## src/rtl/core_pkg.sv

```systemverilog
// core_pkg: shared widths, opcodes and fetch FSM encoding for the 16-bit core
package core_pkg;
   localparam int          WORD_W    = 16;
   localparam logic [3:0]  OPC_BEQ   = 4'hB;
   localparam logic [3:0]  OPC_ADDI  = 4'hF;
   localparam logic [15:0] NOP_INSTR = 16'h0000;
   typedef enum logic {RUN = 1'b0, HALT = 1'b1} fetch_state_t;
endpackage

```

## src/rtl/ifid_reg.sv

```systemverilog
// ifid_reg: pipeline register set with load, hold, flush-to-bubble and reset
module ifid_reg
   import core_pkg::*;
#(
   parameter logic [WORD_W-1:0] BUBBLE = 16'h0000
) (
   input  logic              clk,
   input  logic              rst,
   input  logic              load_i,
   input  logic              flush_i,
   input  logic [WORD_W-1:0] instr_i,
   input  logic [WORD_W-1:0] pc_i,
   output logic [WORD_W-1:0] instr_o,
   output logic [WORD_W-1:0] pc_o,
   output logic [WORD_W-1:0] pc_plus2_o,
   output logic              valid_o,
   output logic              is_branch_o
);
   // flush wins over load; address fields keep their last value on flush
   always_ff @(posedge clk) begin
      if (rst) begin
         instr_o     <= BUBBLE;
         pc_o        <= '0;
         pc_plus2_o  <= '0;
         valid_o     <= 1'b0;
         is_branch_o <= 1'b0;
      end else if (flush_i) begin
         instr_o     <= BUBBLE;
         valid_o     <= 1'b0;
         is_branch_o <= 1'b0;
      end else if (load_i) begin
         instr_o     <= instr_i;
         pc_o        <= pc_i;
         pc_plus2_o  <= pc_i + 16'd2;
         valid_o     <= 1'b1;
         is_branch_o <= instr_i[15:12] == OPC_BEQ;
      end
   end
endmodule

```

## src/rtl/fetch_stage.sv

```systemverilog
// fetch_stage: PC owner, instruction fetch into IF/ID with stall, redirect and halt
module fetch_stage #(
   parameter logic [15:0] RESET_PC  = 16'h0000,
   parameter int          MEM_WORDS = 32,
   parameter logic [15:0] NOP_INSTR = core_pkg::NOP_INSTR
) (
   input  logic        clk,
   input  logic        rst,
   input  logic        stall,
   input  logic        redirect,
   input  logic [15:0] redirect_pc,
   output logic [15:0] imem_addr,
   input  logic [15:0] imem_instr,
   output logic [15:0] ifid_instr,
   output logic [15:0] ifid_pc,
   output logic [15:0] ifid_pc_plus2,
   output logic        ifid_valid,
   output logic        ifid_is_branch,
   output logic        halted
);
   import core_pkg::*;
   localparam logic [16:0] LAST_ADDR = 17'(2 * MEM_WORDS - 2);
   logic [15:0]  pc_q, pc_d;
   fetch_state_t state_q, state_d;
   logic         load, flush, in_range;
   assign imem_addr = pc_q;
   assign halted    = state_q == HALT;
   assign in_range  = {1'b0, pc_q} <= LAST_ADDR;
   // redirect beats stall; running off the populated space bubbles IF/ID and halts
   always_comb begin
      pc_d    = pc_q;
      state_d = state_q;
      load    = 1'b0;
      flush   = 1'b0;
      if (redirect) begin
         pc_d    = {redirect_pc[15:1], 1'b0};
         state_d = RUN;
         flush   = 1'b1;
      end else if (!stall && state_q == RUN) begin
         if (in_range) begin
            load = 1'b1;
            pc_d = pc_q + 16'd2;
         end else begin
            state_d = HALT;
            flush   = 1'b1;
         end
      end
   end
   // PC and fetch FSM state
   always_ff @(posedge clk) begin
      if (rst) begin
         pc_q    <= RESET_PC;
         state_q <= RUN;
      end else begin
         pc_q    <= pc_d;
         state_q <= state_d;
      end
   end
   ifid_reg #(.BUBBLE(NOP_INSTR)) u_ifid (
      .clk        (clk),
      .rst        (rst),
      .load_i     (load),
      .flush_i    (flush),
      .instr_i    (imem_instr),
      .pc_i       (pc_q),
      .instr_o    (ifid_instr),
      .pc_o       (ifid_pc),
      .pc_plus2_o (ifid_pc_plus2),
      .valid_o    (ifid_valid),
      .is_branch_o(ifid_is_branch)
   );
endmodule

```

## config.mk

```make
export PLATFORM = sky130hd
export DESIGN_NAME = fetch_stage
export DESIGN_NICKNAME = d
export VERILOG_FILES = /design/src/rtl/core_pkg.sv /design/src/rtl/ifid_reg.sv /design/src/rtl/fetch_stage.sv
export SDC_FILE = /design/constraint.sdc
export NUM_CORES = 1
export LEC_CHECK = 0
export BUFFER_PORTS_ARGS = -buffer_cell sky130_fd_sc_hd__buf_4
export CAP_MARGIN = 20
export CELL_PAD_IN_SITES_DETAIL_PLACEMENT = 1
export CELL_PAD_IN_SITES_GLOBAL_PLACEMENT = 2
export CORE_ASPECT_RATIO = 0.8
export CORE_MARGIN = 8
export CORE_UTILIZATION = 30
export DETAILED_ROUTE_END_ITERATION = 6
export MAX_ROUTING_LAYER = met4
export PLACE_DENSITY_LB_ADDON = 0.1
export SLEW_MARGIN = 20
export SYNTH_ARGS = -nofsm -noshare
export SYNTH_HDL_FRONTEND = slang
export SYNTH_SLANG_ARGS = --single-unit
```

## constraint.sdc

```tcl
create_clock -name clk -period 5.8 [get_ports clk]
set_clock_uncertainty 0.2 [all_clocks]
set_input_delay 0.58 -clock clk [delete_from_list [all_inputs] [get_ports clk]]
set_output_delay 0.58 -clock clk [all_outputs]
set_load 0.03 [all_outputs]
```

After elaboration in Yosys (flattened, before gate mapping)
Cells that the tools add are included.
Word-level totals
  bits in registers: 67
  bits of input ports: 36
  logic and storage cells: 33
  output and inout bits: 67
Cells by class
  equal/unequal tests: 1
  magnitude comparators: 1
  bitwise operators: 3
  add/sub/neg operators: 1
  mux-type cells: 9
  reductions and logical operators: 10
Operator list (count)
  two-way mux 16 bit: 3
  adder 16 x 2 -> 16 bit (second input constant): 1
  <= comparator 16 x 6 -> 1 bit (second input constant): 1
  AND reduction 2 bit: 4
  two-way mux 1 bit: 6
  == test 4 bit (second input constant): 1
  nonzero test 2 bit: 2
  OR reduction 2 bit: 2
  NOT 1 bit: 3
  logical AND 1 bit: 1
  zero test 1 bit: 1

Logic depth before layout (Yosys ltp)
  depth after elaboration: 6
  depth in mapped cells: 7
  depth with buffers taken out: 5

By module
A second synthesis with hierarchy kept.
Unflattened totals
  cell total of the unflattened synthesis: 309
  area total of the unflattened synthesis: 2790.2 µm²
Modules (own cells, without submodules)
  ifid_reg: times used 1, seq. area each 980.9 µm², area an instance 2006.9 µm², cells each 221
  fetch_stage: times used 1, seq. area each 320.3 µm², area an instance 783.3 µm², cells each 88

Least setup slack after synthesis
No wires, ideal clock.
  kind: reg2reg
  start point: register pc_q[1] (netlist: imem_addr[1])
  end point: register u_ifid.valid_o
  required time: 5468 ps
  setup time: 132 ps
  period minus slack after synthesis: 2413 ps
  setup slack: 3387 ps
  arrival: 2081 ps
  stages on the path, launching flop included: 8
  path buffers: 3
  path through: dfxtp_1 ha_1 clkbuf_1 or3_1 clkbuf_1 a31oi_2 clkbuf_1 nor3_1
Between the ends
  cells in the longest elaborated chain, start to end: 5
  elaborated cells on any way between the ends: 8
  those cells by class: order compare: 1; mux: 6; reduce/logical: 1
RTL lines
  start: declaration: line fetch_stage.sv:23  | logic [15:0] pc_q, pc_d;
  start signal: assignment: line fetch_stage.sv:55  | pc_q <= pc_d;
  <= comparator 16 x 6 -> 1 bit *: line fetch_stage.sv:28  | assign in_range = {1'b0, pc_q} <= LAST_ADDR;
  two-way mux 1 bit: line fetch_stage.sv:40  | if (in_range) begin
  two-way mux 1 bit: line fetch_stage.sv:39  | end else if (!stall && state_q == RUN) begin
  two-way mux 1 bit: line fetch_stage.sv:35  | if (redirect) begin
  OR reduction 2 bit (no line)
  end signal: assignment: line ifid_reg.sv:25  | valid_o <= 1'b0;
  end signal: assignment: line ifid_reg.sv:29  | valid_o <= 1'b0;
  end signal: assignment: line ifid_reg.sv:35  | valid_o <= 1'b1;
  end: declaration: line ifid_reg.sv:16  | output logic valid_o,
Mark *: on every way between the ends. The rest lies on a longest branch, timed or not.
A chain may end at the register's enable or synchronous reset.

Worst setup path in the final report
  start point: register pc_q[7] (netlist: imem_addr[7])
  end point: register u_ifid.pc_plus2_o[15]
Between the ends
  cells in the longest elaborated chain, start to end: 6
  elaborated cells on any way between the ends: 10
  those cells by class: add/sub: 1; order compare: 1; mux: 6; bitwise: 1; reduce/logical: 1
RTL lines
  <= comparator 16 x 6 -> 1 bit: line fetch_stage.sv:28
  two-way mux 1 bit: line fetch_stage.sv:40
  two-way mux 1 bit: line fetch_stage.sv:39
  two-way mux 1 bit: line fetch_stage.sv:35
  NOT 1 bit (no line)
  AND reduction 2 bit (no line)
  end signal: assignment: line ifid_reg.sv:34  | pc_plus2_o <= pc_i + 16'd2;
  end: declaration: line ifid_reg.sv:15  | output logic [WORD_W-1:0] pc_plus2_o,
Several ways; a longest one is shown, not always the timed one.

==> impl_metrics.ini <==
[cts]
cts.clk_slew.worst_paths_ps = 80
hold_buffers = 0
post-cts-setup-buffer-count = 0
root_buffer = clkbuf_8
cts_tree = yes
clock_path_buffers = 2
insertion_delay_ps = 340
cts_sinks = 64
h-tree-depth = 3
numCtsBuffers = 9
cts_repair_resize_count = 0

[route]
drt_iter0_drc = 134
top_layer = met4
viasPerCell = 5.28
ant_nets = 0
wl_met2_um = 3920
vias = 2523
wire_per_inst_um = 18.1
drt-pass1-iter-count = 4
routed_wirelength_um = 8670
met3WireLength_um = 491
drcViolationCount = 0
drt-met1-wl_um = 4150

[placement]
portBuffers = 98
gp_congestion = 0.681
detailed_place_hpwl_um = 5850
post-place-ws_ps = 2920
placedCellCount = 462
placed_cell_area_um2 = 3420

[sta]
finalSetupTns_ps = 0
slew_violations = 0
rsz0062_at_grt = false
min_period_ps = 2700
relSlewSlack = 0.320
hold_viol = 0
worst_pin_slew_ps = 1020
setup_violations = 0
fmax_mhz = 370
post-route-period-util = 0.466
worst_slack_ps = 3100

[power]
p_per_area_nw_per_um2 = 282
sw_frac_of_total = 0.280
p_leak_nw = 1.47
pwr-share-clk = 0.420
sequentialPowerShare = 0.447
finalPower_mw = 1.03
p_sw_mw = 0.288
power_frac_comb = 0.133
p_int_mw = 0.739
irDropWorstVdd_mv = 0.140

[global_routing]
grt_pass1_wl_um = 14100
track_usage = 0.149
grt_max_degree = 38
overflow = 0
grt_pass1_vias = 2752
antenna_found_initial = 0

[yosys]
ys_types = 35
netlist_instances = 279
synth_most_common_cell = dfxtp_1
yosys_warnings = 0
synthTopCellsByCount = 64 x dfxtp_1, 27 x nand4_1, 27 x o31ai_1
synth_edf_count = 0
synth_area_um2 = 2630
netlist.area_leader.share = 0.487
synth_ff_type = dfxtp_1
avgSynthCellArea_um2 = 9.43
synth_area_leaders = dfxtp_1 49%, o31ai_1 7.7%, nand4_1 6.4%, a211oi_1 6.0%, and2_1 4.5%
yosysTopAreaCell = dfxtp_1
synthArstFlopShare = 0
yosysSeqAreaShare = 0.487
ys_seq_elements = 64

[worst_setup_path]
cp_data_required_time_ps = 5840
crit_path_start_kind = flip-flop
arrival_ps = 2740
worst-r2r-setup-slack_ps = 3100
path_class = reg2reg
end_kind = flip-flop
cp_max_fo = 21

[final_layout]
final_nets = 398
layout-drive-gt1-share = 0.350
synthToLayoutAreaGrowth_pct = 38.3
final_area_um2 = 3640
nFillCells = 987
diodes = 0
fin_cells = 478

[floorplanning]
die_h_um = 99.7
core_region_area_um2 = 8480
initial_core_util = 0.310
die_x_um = 121
die-area_um2 = 12000
rows = 30
ios = 103

[min_path]
hold_class = reg2reg

[status]
status = completed

[run]
maxCapViolations = 0
[worst paths after layout]
| path | from | to | cells after the start |
|---|---|---|---|
| max | imem_addr[7] | u_ifid.pc_plus2_o[15] | 5 |
| min | u_ifid.pc_plus2_o[12] | u_ifid.pc_plus2_o[12] | 1 |
| max reg2reg | imem_addr[7] | u_ifid.pc_plus2_o[15] | 5 |
| min reg2reg | u_ifid.pc_plus2_o[12] | u_ifid.pc_plus2_o[12] | 1 |
[metrics by stage]
stage                      util  hold slack (ps)
after CTS                 0.429              258
after global placement    0.403              243
after floorplan               -              400
final                     0.429              260
after global routing      0.429              262
after detailed placement  0.403              245
[power by group through the flow]
stage / combinational (mW) / clock, mW / sequential [mW]
3_3_place_gp: 0.138 / 0 / 0.469
3_5_place_dp: 0.138 / 0 / 0.470
4_1_cts: 0.139 / 0.442 / 0.459
2_1_floorplan: 0.0667 / 0 / 0.486
5_1_grt: 0.148 / 0.458 / 0.461
6_report: 0.137 / 0.431 / 0.459
[placed cells by master (no fill, tap or decap), drive strengths merged, types with 2 or more instances in the layout]
cell type | synthesis | layout
clkinv | 0 | 3
inv | 6 | 7
dfxtp | 64 | 64
nand4 | 27 | 27
or2 | 2 | 2
and3 | 2 | 2
conb | 1 | 3
nor3 | 5 | 5
clkbuf | 26 | 9
bufinv | 0 | 2
buf | 8 | 103
nand3 | 3 | 3
a31oi | 8 | 8
a221oi | 2 | 2
and2 | 19 | 19
xnor2 | 3 | 3
mux2i | 9 | 9
nor2 | 19 | 19
a21oi | 8 | 8
or4 | 4 | 4
o31ai | 27 | 27
a211oi | 21 | 21
a311oi | 3 | 3
or3 | 3 | 3
[layout make-up]
type	count	area, µm²	area share
Timing Repair Buffer	103	773	0.213
Clock inverter	7	95.1	0.0261
Sequential cell	64	1280	0.352
Multi-Input combinational cell	177	1200	0.330
Tap cell	112	140	0.0385
Inverter	6	22.5	0.00619
Clock buffer	9	124	0.0341
[sequential cells by signal (all words and copies together), names as in the netlist]
| register | flops |
|---|---|
| u_ifid.instr_o | 16 |
| imem_addr | 15 |
| u_ifid.pc_o | 15 |
| u_ifid.pc_plus2_o | 15 |
| halted | 1 |
| u_ifid.is_branch_o | 1 |
| u_ifid.valid_o | 1 |
[kinds of logic after synthesis]
| kind of cell | after synthesis | share of synthesized area |
|---|---|---|
| fa+ha+maj | 1 | 0.00476 |
| xor+xnor | 4 | 0.0133 |
| compound gates | 73 | 0.206 |
| buf+inv | 40 | 0.0628 |
| other cells | 1 | 0.00143 |
| mux | 9 | 0.0343 |
| simple gates | 87 | 0.190 |
| flops | 64 | 0.487 |
[critical path, cell delays in order, from the launching register on]
cell and delay (ps):
dfxtp_1 340, or4_4 580, nor3_2 490, buf_4 380, a31oi_2 320, and2_1 280
[per-layer routing]
layer | vias up | GRT usage
met5 | - | -
li1 | 1211 | -
met3 | 10 | 0.0430
met2 | 80 | 0.226
met1 | 1222 | 0.184
met4 | 0 | 0.0575
Power figures use the tool's default switching activity.
